[src/rtl/clk_seq_pkg.sv]
// Shared types and helpers for the clock-divider sequencer.
package clk_seq_pkg;

    localparam int ENTRY_DUR_W = 16;

    typedef enum logic [1:0] {
        IDLE,
        LOAD,
        PLAY,
        ADVANCE
    } state_t;

    typedef struct packed {
        logic [31:0]            half_count;
        logic [ENTRY_DUR_W-1:0] duration;
    } entry_t;

    function automatic int tick_div(input int clk_hz, input int tick_hz);
        return clk_hz / tick_hz;
    endfunction

endpackage

[src/rtl/clk_div_sequencer_tick.sv]
// Down-counting prescaler: one-cycle tick every TICK_DIV enabled cycles.
module tick_prescaler #(
    parameter int TICK_DIV = 10
) (
    input  logic clk_i,
    input  logic rst_ni,
    input  logic clear_i,
    input  logic enable_i,
    output logic tick_o
);
    localparam int CW = $clog2(TICK_DIV);
    localparam logic [CW-1:0] RELOAD = CW'(TICK_DIV - 1);

    logic [CW-1:0] cnt_q, cnt_d;

    always_comb begin
        cnt_d = cnt_q;
        if (clear_i) begin
            cnt_d = RELOAD;
        end else if (enable_i) begin
            cnt_d = (cnt_q == '0) ? RELOAD : cnt_q - CW'(1);
        end
    end

    always_ff @(posedge clk_i or negedge rst_ni) begin
        if (!rst_ni) begin
            cnt_q <= RELOAD;
        end else begin
            cnt_q <= cnt_d;
        end
    end

    assign tick_o = enable_i && (cnt_q == '0);

endmodule

[src/rtl/clk_div_sequencer.sv]
// Plays a programmed list of (half_count, duration) entries into the shared clock divider.
// state   | meaning
// IDLE    | waiting for start
// LOAD    | read entry idx, program divider if duration is nonzero
// PLAY    | hold entry for duration ticks
// ADVANCE | pick next entry, wrap when looping, or finish
module clk_div_sequencer
    import clk_seq_pkg::*;
#(
    parameter int DEPTH   = 16,
    parameter int CLK_HZ  = 50_000_000,
    parameter int TICK_HZ = 1000,
    parameter int DUR_W   = ENTRY_DUR_W
) (
    input  logic                       inClk,
    input  logic                       reset_n,
    input  logic                       wr_en,
    input  logic [$clog2(DEPTH)-1:0]   wr_addr,
    input  logic [31:0]                wr_half_count,
    input  logic [DUR_W-1:0]           wr_duration,
    input  logic [$clog2(DEPTH+1)-1:0] seq_len,
    input  logic                       loop,
    input  logic                       start,
    input  logic                       stop,
    output logic                       busy,
    output logic                       done,
    output logic [$clog2(DEPTH)-1:0]   cur_index,
    output logic [31:0]                clock_count,
    output logic                       div_reset,
    output logic                       gate
);
    localparam int TICK_DIV = tick_div(CLK_HZ, TICK_HZ);
    localparam int IW = $clog2(DEPTH);
    localparam int LW = $clog2(DEPTH + 1);

    logic rst_meta_q, rst_sync_q;

    always_ff @(posedge inClk or negedge reset_n) begin
        if (!reset_n) begin
            rst_meta_q <= 1'b0;
            rst_sync_q <= 1'b0;
        end else begin
            rst_meta_q <= 1'b1;
            rst_sync_q <= rst_meta_q;
        end
    end

    // Entry memory is deliberately left out of reset so programs survive a reset.
    entry_t mem_q [DEPTH];
    entry_t rd_entry;

    always_ff @(posedge inClk) begin
        if (wr_en && (int'(wr_addr) < DEPTH)) begin
            mem_q[wr_addr] <= '{half_count: wr_half_count, duration: wr_duration};
        end
    end

    state_t          state_q, state_d;
    logic [IW-1:0]   idx_q, idx_d;
    logic [LW-1:0]   len_q, len_d;
    logic [DUR_W-1:0] dur_q, dur_d;
    logic [31:0]     cc_q, cc_d;
    logic [IW-1:0]   cur_q, cur_d;
    logic            busy_q, busy_d;
    logic            done_q, done_d;
    logic            divrst_q, divrst_d;
    logic            gate_q, gate_d;
    logic            presc_clear, tick;

    assign rd_entry = mem_q[idx_q];

    tick_prescaler #(.TICK_DIV(TICK_DIV)) u_tick (
        .clk_i   (inClk),
        .rst_ni  (rst_sync_q),
        .clear_i (presc_clear),
        .enable_i(state_q == PLAY),
        .tick_o  (tick)
    );

    always_comb begin
        state_d     = state_q;
        idx_d       = idx_q;
        len_d       = len_q;
        dur_d       = dur_q;
        cc_d        = cc_q;
        cur_d       = cur_q;
        gate_d      = gate_q;
        done_d      = 1'b0;
        divrst_d    = 1'b0;
        presc_clear = 1'b0;

        if (state_q != IDLE && stop) begin
            state_d  = IDLE;
            gate_d   = 1'b0;
            divrst_d = 1'b1;
        end else begin
            case (state_q)
                IDLE: begin
                    if (start) begin
                        if (seq_len == '0) begin
                            done_d = 1'b1;
                        end else begin
                            len_d   = (int'(seq_len) > DEPTH) ? LW'(DEPTH) : seq_len;
                            idx_d   = '0;
                            cur_d   = '0;
                            state_d = LOAD;
                        end
                    end
                end
                LOAD: begin
                    if (rd_entry.duration == '0) begin
                        state_d = ADVANCE;
                    end else begin
                        cc_d        = rd_entry.half_count;
                        divrst_d    = 1'b1;
                        gate_d      = (rd_entry.half_count != '0);
                        dur_d       = rd_entry.duration;
                        presc_clear = 1'b1;
                        state_d     = PLAY;
                    end
                end
                PLAY: begin
                    if (tick) begin
                        if (dur_q == DUR_W'(1)) begin
                            state_d = ADVANCE;
                        end else begin
                            dur_d = dur_q - DUR_W'(1);
                        end
                    end
                end
                ADVANCE: begin
                    if ((LW'(idx_q) + LW'(1)) < len_q) begin
                        idx_d   = idx_q + IW'(1);
                        cur_d   = idx_q + IW'(1);
                        state_d = LOAD;
                    end else if (loop) begin
                        idx_d   = '0;
                        cur_d   = '0;
                        state_d = LOAD;
                    end else begin
                        gate_d  = 1'b0;
                        done_d  = 1'b1;
                        state_d = IDLE;
                    end
                end
                default: state_d = IDLE;
            endcase
        end
        busy_d = (state_d != IDLE);
    end

    always_ff @(posedge inClk or negedge rst_sync_q) begin
        if (!rst_sync_q) begin
            state_q  <= IDLE;
            idx_q    <= '0;
            len_q    <= '0;
            dur_q    <= '0;
            cc_q     <= '0;
            cur_q    <= '0;
            busy_q   <= 1'b0;
            done_q   <= 1'b0;
            divrst_q <= 1'b0;
            gate_q   <= 1'b0;
        end else begin
            state_q  <= state_d;
            idx_q    <= idx_d;
            len_q    <= len_d;
            dur_q    <= dur_d;
            cc_q     <= cc_d;
            cur_q    <= cur_d;
            busy_q   <= busy_d;
            done_q   <= done_d;
            divrst_q <= divrst_d;
            gate_q   <= gate_d;
        end
    end

    assign busy        = busy_q;
    assign done        = done_q;
    assign cur_index   = cur_q;
    assign clock_count = cc_q;
    assign div_reset   = divrst_q;
    assign gate        = gate_q;

endmodule

[config.mk]
export PLATFORM = sky130hd
export DESIGN_NAME = clk_div_sequencer
export DESIGN_NICKNAME = d
export VERILOG_FILES = /design/src/rtl/clk_seq_pkg.sv /design/src/rtl/clk_div_sequencer_tick.sv /design/src/rtl/clk_div_sequencer.sv
export SDC_FILE = /design/constraint.sdc
export NUM_CORES = 1
export LEC_CHECK = 0
export BUFFER_PORTS_ARGS = -buffer_cell sky130_fd_sc_hd__buf_2
export CORE_UTILIZATION = 40
export DETAILED_ROUTE_END_ITERATION = 16
export SLEW_MARGIN = 5
export SYNTH_ARGS = -nofsm -noshare
export SYNTH_HDL_FRONTEND = slang
export SYNTH_SLANG_ARGS = --single-unit
export TNS_END_PERCENT = 50
[constraint.sdc]
create_clock -name inClk -period 3.97 [get_ports inClk]
set_input_delay 0.794 -clock inClk [delete_from_list [all_inputs] [get_ports inClk]]
set_output_delay 0.794 -clock inClk [all_outputs]
set_load 0.01 [all_outputs]
# Word level (Yosys, flattened, before mapping)
# Memory sizes are Yosys's and may differ from the RTL's.
# Cells that the tools add are included.
dict set report word_totals {
  regBits 81
  output_inout_bits 40
  memories 1
  mem_bits_ro 0
  ram_bits 768
  latchBits 0
}
dict set report op_classes {
  eq_ne 13
  bitwise_logic 3
  n_reduce_logical 18
  mul 0
  mux 39
  n_addsub 4
  n_shift 0
  n_lt_le_gt_ge 2
  div_mod_pow 0
}
# memory words word_bits rd rd_ports_with_merged_regs wr line
set mem_list {}
lappend mem_list {mem_q 16 48 1 0 1 clk_div_sequencer.sv:49} ;# entry_t mem_q [DEPTH];
# cell n
set op_table {}
lappend op_table {{$mux 16} 6}
lappend op_table {{$logic_not 16->1} 2}
lappend op_table {{$pmux 16 s2} 1}
lappend op_table {{$reduce_bool 32->1} 1}
lappend op_table {{$sub 16x1->16 const B} 2}
lappend op_table {{$mux 1} 18}
lappend op_table {{$eq 16x1->1 const B} 1}
lappend op_table {{$mux 4} 4}
lappend op_table {{$ne 3x3->1 const B} 4}
lappend op_table {{$mux 2} 5}
lappend op_table {{$ne 2x2->1 const B} 5}
lappend op_table {{$reduce_and 5->1} 2}
lappend op_table {{$reduce_bool 2->1} 5}
lappend op_table {{$pmux 2 s4} 1}
lappend op_table {{$pmux 4 s2} 1}
lappend op_table {{$reduce_and 4->1} 2}
lappend op_table {{$add 4x1->5 const B} 1}
lappend op_table {{$gt 5x5->1 const B} 1}
lappend op_table {{$logic_not 5->1} 1}
lappend op_table {{$lt 5x5->1} 1}
lappend op_table {{$mux 5} 1}
lappend op_table {{$add 4x1->4 const B} 1}
lappend op_table {{$eq 2x2->1 const B} 2}
lappend op_table {{$pmux 1 s2} 2}
lappend op_table {{6 further kinds} 9}

# Logic depth before layout (Yosys ltp)
# Gate-level depths: netlist of the first run.
dict set report logic_depth {
  ltp_word 6
  ltp_mapped 15
  depth_no_buf 10
}

# Cells and area by module
# A second synthesis of the first run with hierarchy kept.
dict set report hier_totals {
  cells_unflattened 1604
  area_unflattened_um2 32896.6
}
# mod area_per_inst_um2 instances seq_area_each_um2 cells_per_inst
set by_module_without_submodules {}
lappend by_module_without_submodules {clk_div_sequencer 31974.4 1 24688.7 1508}
lappend by_module_without_submodules {tick_prescaler 922.1 1 411.6 96}

# Worst setup path before layout of the first run
# No wires, ideal clock.
dict set report synth_timing {
  path_type {input to register}
  startpoint {input wr_addr[2]}
  endpoint {memory mem_q[0][0] (netlist bit), enable pin}
  stages 2
  path_slack_ns -1.128
  t_arrival_ns 4.585
  setup_time_ns 0.513
  n_path_buf 0
  path_cell_list {or3b_2 -> nor3_1}
}
# item line
set synth_lines {}
lappend synth_lines {{start: declaration} clk_div_sequencer.sv:18} ;# input logic [$clog2(DEPTH)-1:0] wr_addr,
lappend synth_lines {{end: declaration} clk_div_sequencer.sv:49}
# Straight into the memory's write port.

==> results of run 1 <==
==> synth_stat cells (all sizes together) (6+ instances only) <==
| cell | n |
|---|---|
| nand4 | 9 |
| o21ai | 28 |
| nand2 | 69 |
| ha | 13 |
| mux2 | 39 |
| a21oi | 30 |
| nor3 | 29 |
| nor2b | 9 |
| dfrtp | 72 |
| a22oi | 72 |
| nor2 | 55 |
| mux4 | 188 |
| clkbuf | 32 |
| o22ai | 11 |
| dfstp | 9 |
| inv | 19 |
| or2 | 6 |
| nand2b | 21 |
| nor4 | 22 |
| edfxtp | 768 |
| buf | 52 |
| and3 | 7 |
| or3 | 7 |
| mux2i | 28 |
| nand3 | 15 |
==> flip-flops by register name (all words and copies together), names as in the netlist <==
register	flops
dur_q	16
rst_meta_q	1
gate	1
clock_count	32
div_reset	1
state_q	2
len_q	5
mem_q	768
done	1
busy	1
cur_index	4
u_tick.cnt_q	16
rst_sync_q	1
==> critical path: cells and delay by family (launching register included) <==
kind | cells | cell delay (ps)
AND/OR/NAND/NOR | 2 | 540
flip-flops | 1 | 680
AO/OA/AOI/OAI | 4 | 970
buffers and inverters | 2 | 590
multiplexers | 2 | 850
==> cells by family after synthesis <==
group,Yosys count,share of synthesized area
other,1,0.000112
flip-flops,849,0.752
buffers and inverters,103,0.0164
XOR/XNOR,2,0.000525
AO/OA/AOI/OAI,174,0.0366
multiplexers,255,0.148
adder cells (fa/ha/maj),13,0.00487
AND/OR/NAND/NOR,272,0.0413
==> where the power goes <==
part	internal (mW)	switching, mW
logic	1.63	1.79
clock network	4.98	3.49
registers	10.3	0.414
==> through the flow <==
step | util | worst slack [ps] | power (mW)
after floorplan | - | -827 | 13.1
after CTS | 0.471 | 15.7 | 22.7
after detailed placement | 0.433 | -126 | 14.2
after global placement | 0.433 | -144 | 14.2
after global routing | 0.471 | 9.93 | 23.4
final | 0.472 | 268 | 22.6
==> what timing repair did <==
action / 4_1_cts / 5_1_grt
setup endpoints to repair: 1 / 1
cloned: 1 / 0
gates resized for setup: 2 / 4
endpoints found under the hold margin: 2 / 0
hold buffers: 1 / 0
buffers inserted: 1 / 2
==> layout make-up <==
class                   count  area share
flip-flops and latches    849       0.647
repair buffers            164      0.0352
multi-input cells         717       0.203
inverters                  19     0.00184
diodes                      2    0.000129
clock inverters            54      0.0155
clock buffers             112      0.0628
well taps                1070      0.0345
==> worst paths after layout <==
kind	end
worst min register to register	rst_sync_q
worst max-delay path	dur_q[2]
worst max register to register	dur_q[2]
min in group asynchronous	clock_count[12]
max in group asynchronous	clock_count[30]
worst min-delay path	rst_sync_q
==> per-layer routing <==
| metal | part of all wire | GRT usage | vias up |
|---|---|---|---|
| li1 | - | - | 7270 |
| met4 | 0.019 | 0.0461 | 12 |
| met3 | 0.063 | 0.0372 | 126 |
| met2 | 0.48 | 0.308 | 542 |
| met5 | 0.0010 | 0 | - |
| met1 | 0.44 | 0.278 | 9057 |
==> results.tsv, run 1 <==
metric	value	unit
whs	347	ps
yosysUniqueCellTypes	68	
cts_buffer_depth	3	
place_inst	2814	
fin_tns_setup	0	ps
multiInputGateArea	7900	sq um
worstSetupEndpointType	flip-flop	
netlist_area	33400	sq um
avgSynthCellArea	20.0	sq um
clk_pin_slew	60	ps
grt_usage	0.194	
startpoint	cur_index[1]	
hold_viol	0	
io_buffers	102	
dp_hpwl	45000	um
crit_top_cell	buf_4	
period_needed	3700	ps
first_pass_iters	7	
power_leakage	12.4	nW
worst_slew_pin_slew	1160	ps
fin_skew	55.0	ps
initial_core_util	0.405	
gp_congestion	0.799	
layout_commonest_cell	edfxtp_1	
path_class	reg2reg	
ios	103	
drtIter0Drc	1480	
worstPathMaxFanout	27	
num_vias	17000	
core_area	82400	sq um
nFillCells	6735	
yosysTopAreaCell	edfxtp_1	
finalMaxSlewViolations	0	
holdCritStartpoint	rst_meta_q	
htree_levels	3	
grt_setup_unrepaired	no	
critical_path.max_stage_delay	680	ps
syn_nets	1745	
synth_top_area_frac	0.691	
synth_flop_cell	edfxtp_1	
antenna_found_initial	12	
grt_pass1_vias	17500	
synth_edf_count	768	
drc	0	
outcome	finished, final reports clean	
yosysWarnings	0	
rows	105	
max_freq	270	MHz
synth_cells	1669	
die_area	84600	sq um
hold_path_depth	0	
design_area	38800	sq um
drive_above_1_share	0.299	
critical_path.slowest_cell	dfrtp_4	
yosysSeqAreaShare	0.752	
powerDensity	581	nW/um^2
die_x	291	um
gr-total-overflow	0	
cp.required	4560	ps
wl_per_cell	27.2	um
synthTopCellsByArea	edfxtp_1 69%, mux4_2 13%, dfrtp_1 5.4%	
cp.arrival	4290	ps
clock-root-buffer	clkbuf_16	
grt_pass1_wl	120000	um
syn2layout_area_growth	16.3	%
path_cells	buf_4 > mux4_2 > mux2i_1 > nand4_1 > nor3_1 > o211a_4 > a21oi_2 > buf_4 > a21oi_1 > o221a_2	
synth-seq-cells	849	
vdd_ir_drop_max	0.471	mV
slew_headroom	0.229	
max_cap_viol_count	0	
seq_area	25100	sq um
wl	81100	um
chipHeight	291	um
worst-r2r-setup-slack	270	ps
setup_viol	0	
period_share	0.932	
detail-route-antenna-nets	0	
timing.rr.start	cur_index[1]	
hold_path_class	reg2reg	
clkLatencyLatePin	660	ps
routed_via_density	5.69	
synthArstFlopShare	0.0954	
grt_max_degree	56	
dpl_cell_area	35700	sq um
cts.sinks	849	
cts_made_buffers	89	
cp-start-kind	flip-flop	
reg2reg_depth	10	
stdcell_count	2987	
tritoncts	yes	
nNetsFinal	1916	
final_cell_mix	768 x edfxtp_1, 188 x mux4_2, 102 x buf_2	
No activity file was read; power rests on OpenSTA's default activity.
==> inputs of run 2 (changes only) <==
--- a/config.mk
+++ b/config.mk
@@ -6,8 +6,9 @@
 export NUM_CORES = 1
 export LEC_CHECK = 0
 export BUFFER_PORTS_ARGS = -buffer_cell sky130_fd_sc_hd__buf_2
-export CORE_UTILIZATION = 40
+export CORE_UTILIZATION = 55
 export DETAILED_ROUTE_END_ITERATION = 16
+export PLACE_DENSITY = 0.72
 export SLEW_MARGIN = 5
 export SYNTH_ARGS = -nofsm -noshare
 export SYNTH_HDL_FRONTEND = slang
==> run 2 against run 1 <==
Compared with the run above: sequential power about the same; clock skew decreased by 29 ps; non-clock buffer count decreased by 6; cell area decreased by 1.4%; maximum frequency decreased by 0.13%; first-iteration DRC count increased by 33%; worst hold slack improved by 4.0 ps.
==> results.tsv, run 2 (synthesized netlist as in run 1, its figures left out) <==
metric	value	unit	change
powerDensity	583	nW/um^2	+0.42%
finalMaxSlewViolations	0		unchanged
grt_pass1_wl	112000	um	-6.8%
clock-root-buffer	clkbuf_16		
wl	75600	um	-6.8%
grt_pass1_vias	17400		-1.0%
initial_core_util	0.561		+0.156
dp_slack	73.1	ps	+199 ps
regMostFlops	mem_q		
timing.rr.end	gate		
hold_path_class	reg2reg		
syn2layout_area_growth	14.7	%	
routed_via_density	6.40		+12%
grt_max_degree	64		+14%
nNetsFinal	1906		-0.52%
final_cell_mix	768 x edfxtp_1, 188 x mux4_2, 102 x buf_2		
rows	89		-15%
max_freq	270	MHz	-0.13%
path_cells	buf_12 > buf_12 > buf_12 > mux4_2 > a22oi_1 > nand2_1 > nor4_2 > nand4_1 > nor2_1 > buf_4 > nor4_1 > a31o_2		
cts.sinks	849		unchanged
die_x	248	um	-15%
dp_hpwl	40700	um	-9.6%
timing.rr.start	cur_index[0]		
worst-r2r-setup-slack	260	ps	about the same
stdcell_count	2675		-10%
nFillCells	3916		-42%
worstPathMaxFanout	14		-48%
period_needed	3710	ps	+4.66 ps
grt_usage	0.252		+0.0577
hold_path_depth	0		unchanged
reg2reg_depth	12		+2
p_seq_frac	0.476		+0.003
max_cap_viol_count	0		unchanged
worst_slew_pin_slew	1230	ps	+71.6 ps
clk_pin_slew	60	ps	about the same
crit_top_cell	buf_12		
cts_buffer_depth	3		unchanged
seq_area	25100	sq um	unchanged
period_share	0.934		+0.00117
drtIter0Drc	1974		+33%
pwr-share-clk	0.374		-0.002
first_pass_iters	5		-2
largest_reg_flops	768		unchanged
critical_path.max_stage_delay	610	ps	-70 ps
multiInputGateArea	7900	sq um	about the same
pwr-share-comb	0.150		-0.002
holdCritStartpoint	rst_meta_q		
cp.arrival	4210	ps	-80 ps
critical_path.slowest_cell	dfrtp_4		
cp_top_family	simple AND/OR/NAND/NOR gates		
worstSetupEndpointType	flip-flop		
htree_levels	3		unchanged
clkLatencyLatePin	630	ps	-30 ps
drive_above_1_share	0.298		-0.000796
wl_per_cell	28.3	um	+4.1%
p_sw	5.44	mW	-4.6%
core_area	59500	sq um	-28%
outcome	finished, final reports clean		
power_leakage	12.3	nW	-0.54%
ios	103		unchanged
fin_skew	26.0	ps	-29.0 ps
path_class	reg2reg		
grt_setup_unrepaired	no		
drc	0		unchanged
cp-start-kind	flip-flop		
hold_viol	0		unchanged
tritoncts	yes		
cp.buffers_inverters	4		+2
layout_commonest_cell	edfxtp_1		
cts_made_buffers	85		-4.5%
die_area	61700	sq um	-27%
io_buffers	102		unchanged
chipHeight	248	um	-15%
holdPathEnd	rst_sync_q		
vdd_ir_drop_max	0.444	mV	-5.8%
place_inst	2514		-11%
p_sw_frac	0.243		-0.00925
setup_ws	263	ps	-4.66 ps
gp_congestion	0.820		+2.6%
p_int	16.9	mW	+0.26%
gr-total-overflow	0		unchanged
antenna_found_initial	7		-5
detail-route-antenna-nets	0		unchanged
slew_headroom	0.179		-0.0497
setup_viol	0		unchanged
num_vias	17100		+0.69%
cp.required	4470	ps	-90 ps
[run 2: what timing repair did]
action                                  4_1_cts  5_1_grt
endpoints found under the hold margin         2        0
hold buffers                                  1        0
resized for setup                             0        1
endpoints found under the setup margin        0        1
buffers inserted                              0        1
[run 2: routing by layer]
layer | GRT usage | wire, um | vias up
met5 | 0 | 52 | -
met1 | 0.359 | 30800 | 8973
met4 | 0.0750 | 1820 | 8
met3 | 0.0429 | 5550 | 144
met2 | 0.404 | 37500 | 778
li1 | - | - | 7221
[run 2: metrics by stage]
stage / utilization / TNS (ps) / power (mW) / hold slack [ps] / cell area [sq um]
after global routing: 0.644 / 0 / 23.1 / 354 / 38300
after floorplan: - / -75740 / 13.1 / 331 / 33400
after detailed placement: 0.594 / 0 / 14.2 / 344 / 35300
final: 0.644 / 0 / 22.3 / 351 / 38300
after global placement: 0.594 / 0 / 14.1 / 337 / 35300
after CTS: 0.644 / 0 / 22.5 / 353 / 38300
[run 2: cell type report]
| type | count | share of cell area |
|---|---|---|
| Multi-Input combinational cell | 717 | 0.206 |
| Tap cell | 773 | 0.0253 |
| Clock inverter | 45 | 0.0154 |
| Timing Repair Buffer | 158 | 0.0340 |
| Inverter | 19 | 0.00186 |
| Sequential cell | 849 | 0.656 |
| Clock buffer | 112 | 0.0617 |
| Antenna cell | 2 | 0.000131 |
[run 2: worst max-delay path by stage]
stage                        endpoint  slack (ps)          from  depth (start not counted)
after floorplan           mem_q[4][0]        -830    wr_addr[3]                          2
after detailed placement         gate          70  cur_index[0]                         12
after global routing             gate          70  cur_index[0]                         12
after CTS                        gate          70  cur_index[0]                         12
after global placement           gate         210  cur_index[0]                         12
final                            gate         260  cur_index[0]                         12
[run 2: power groups by stage]
stage,sequential [mW],combinational [mW],clock [mW]
final,10.6,3.36,8.36
after global routing,10.7,3.64,8.77
after CTS,10.6,3.40,8.45
after detailed placement,10.8,3.37,0
after global placement,10.8,3.30,0
after floorplan,10.7,2.39,0
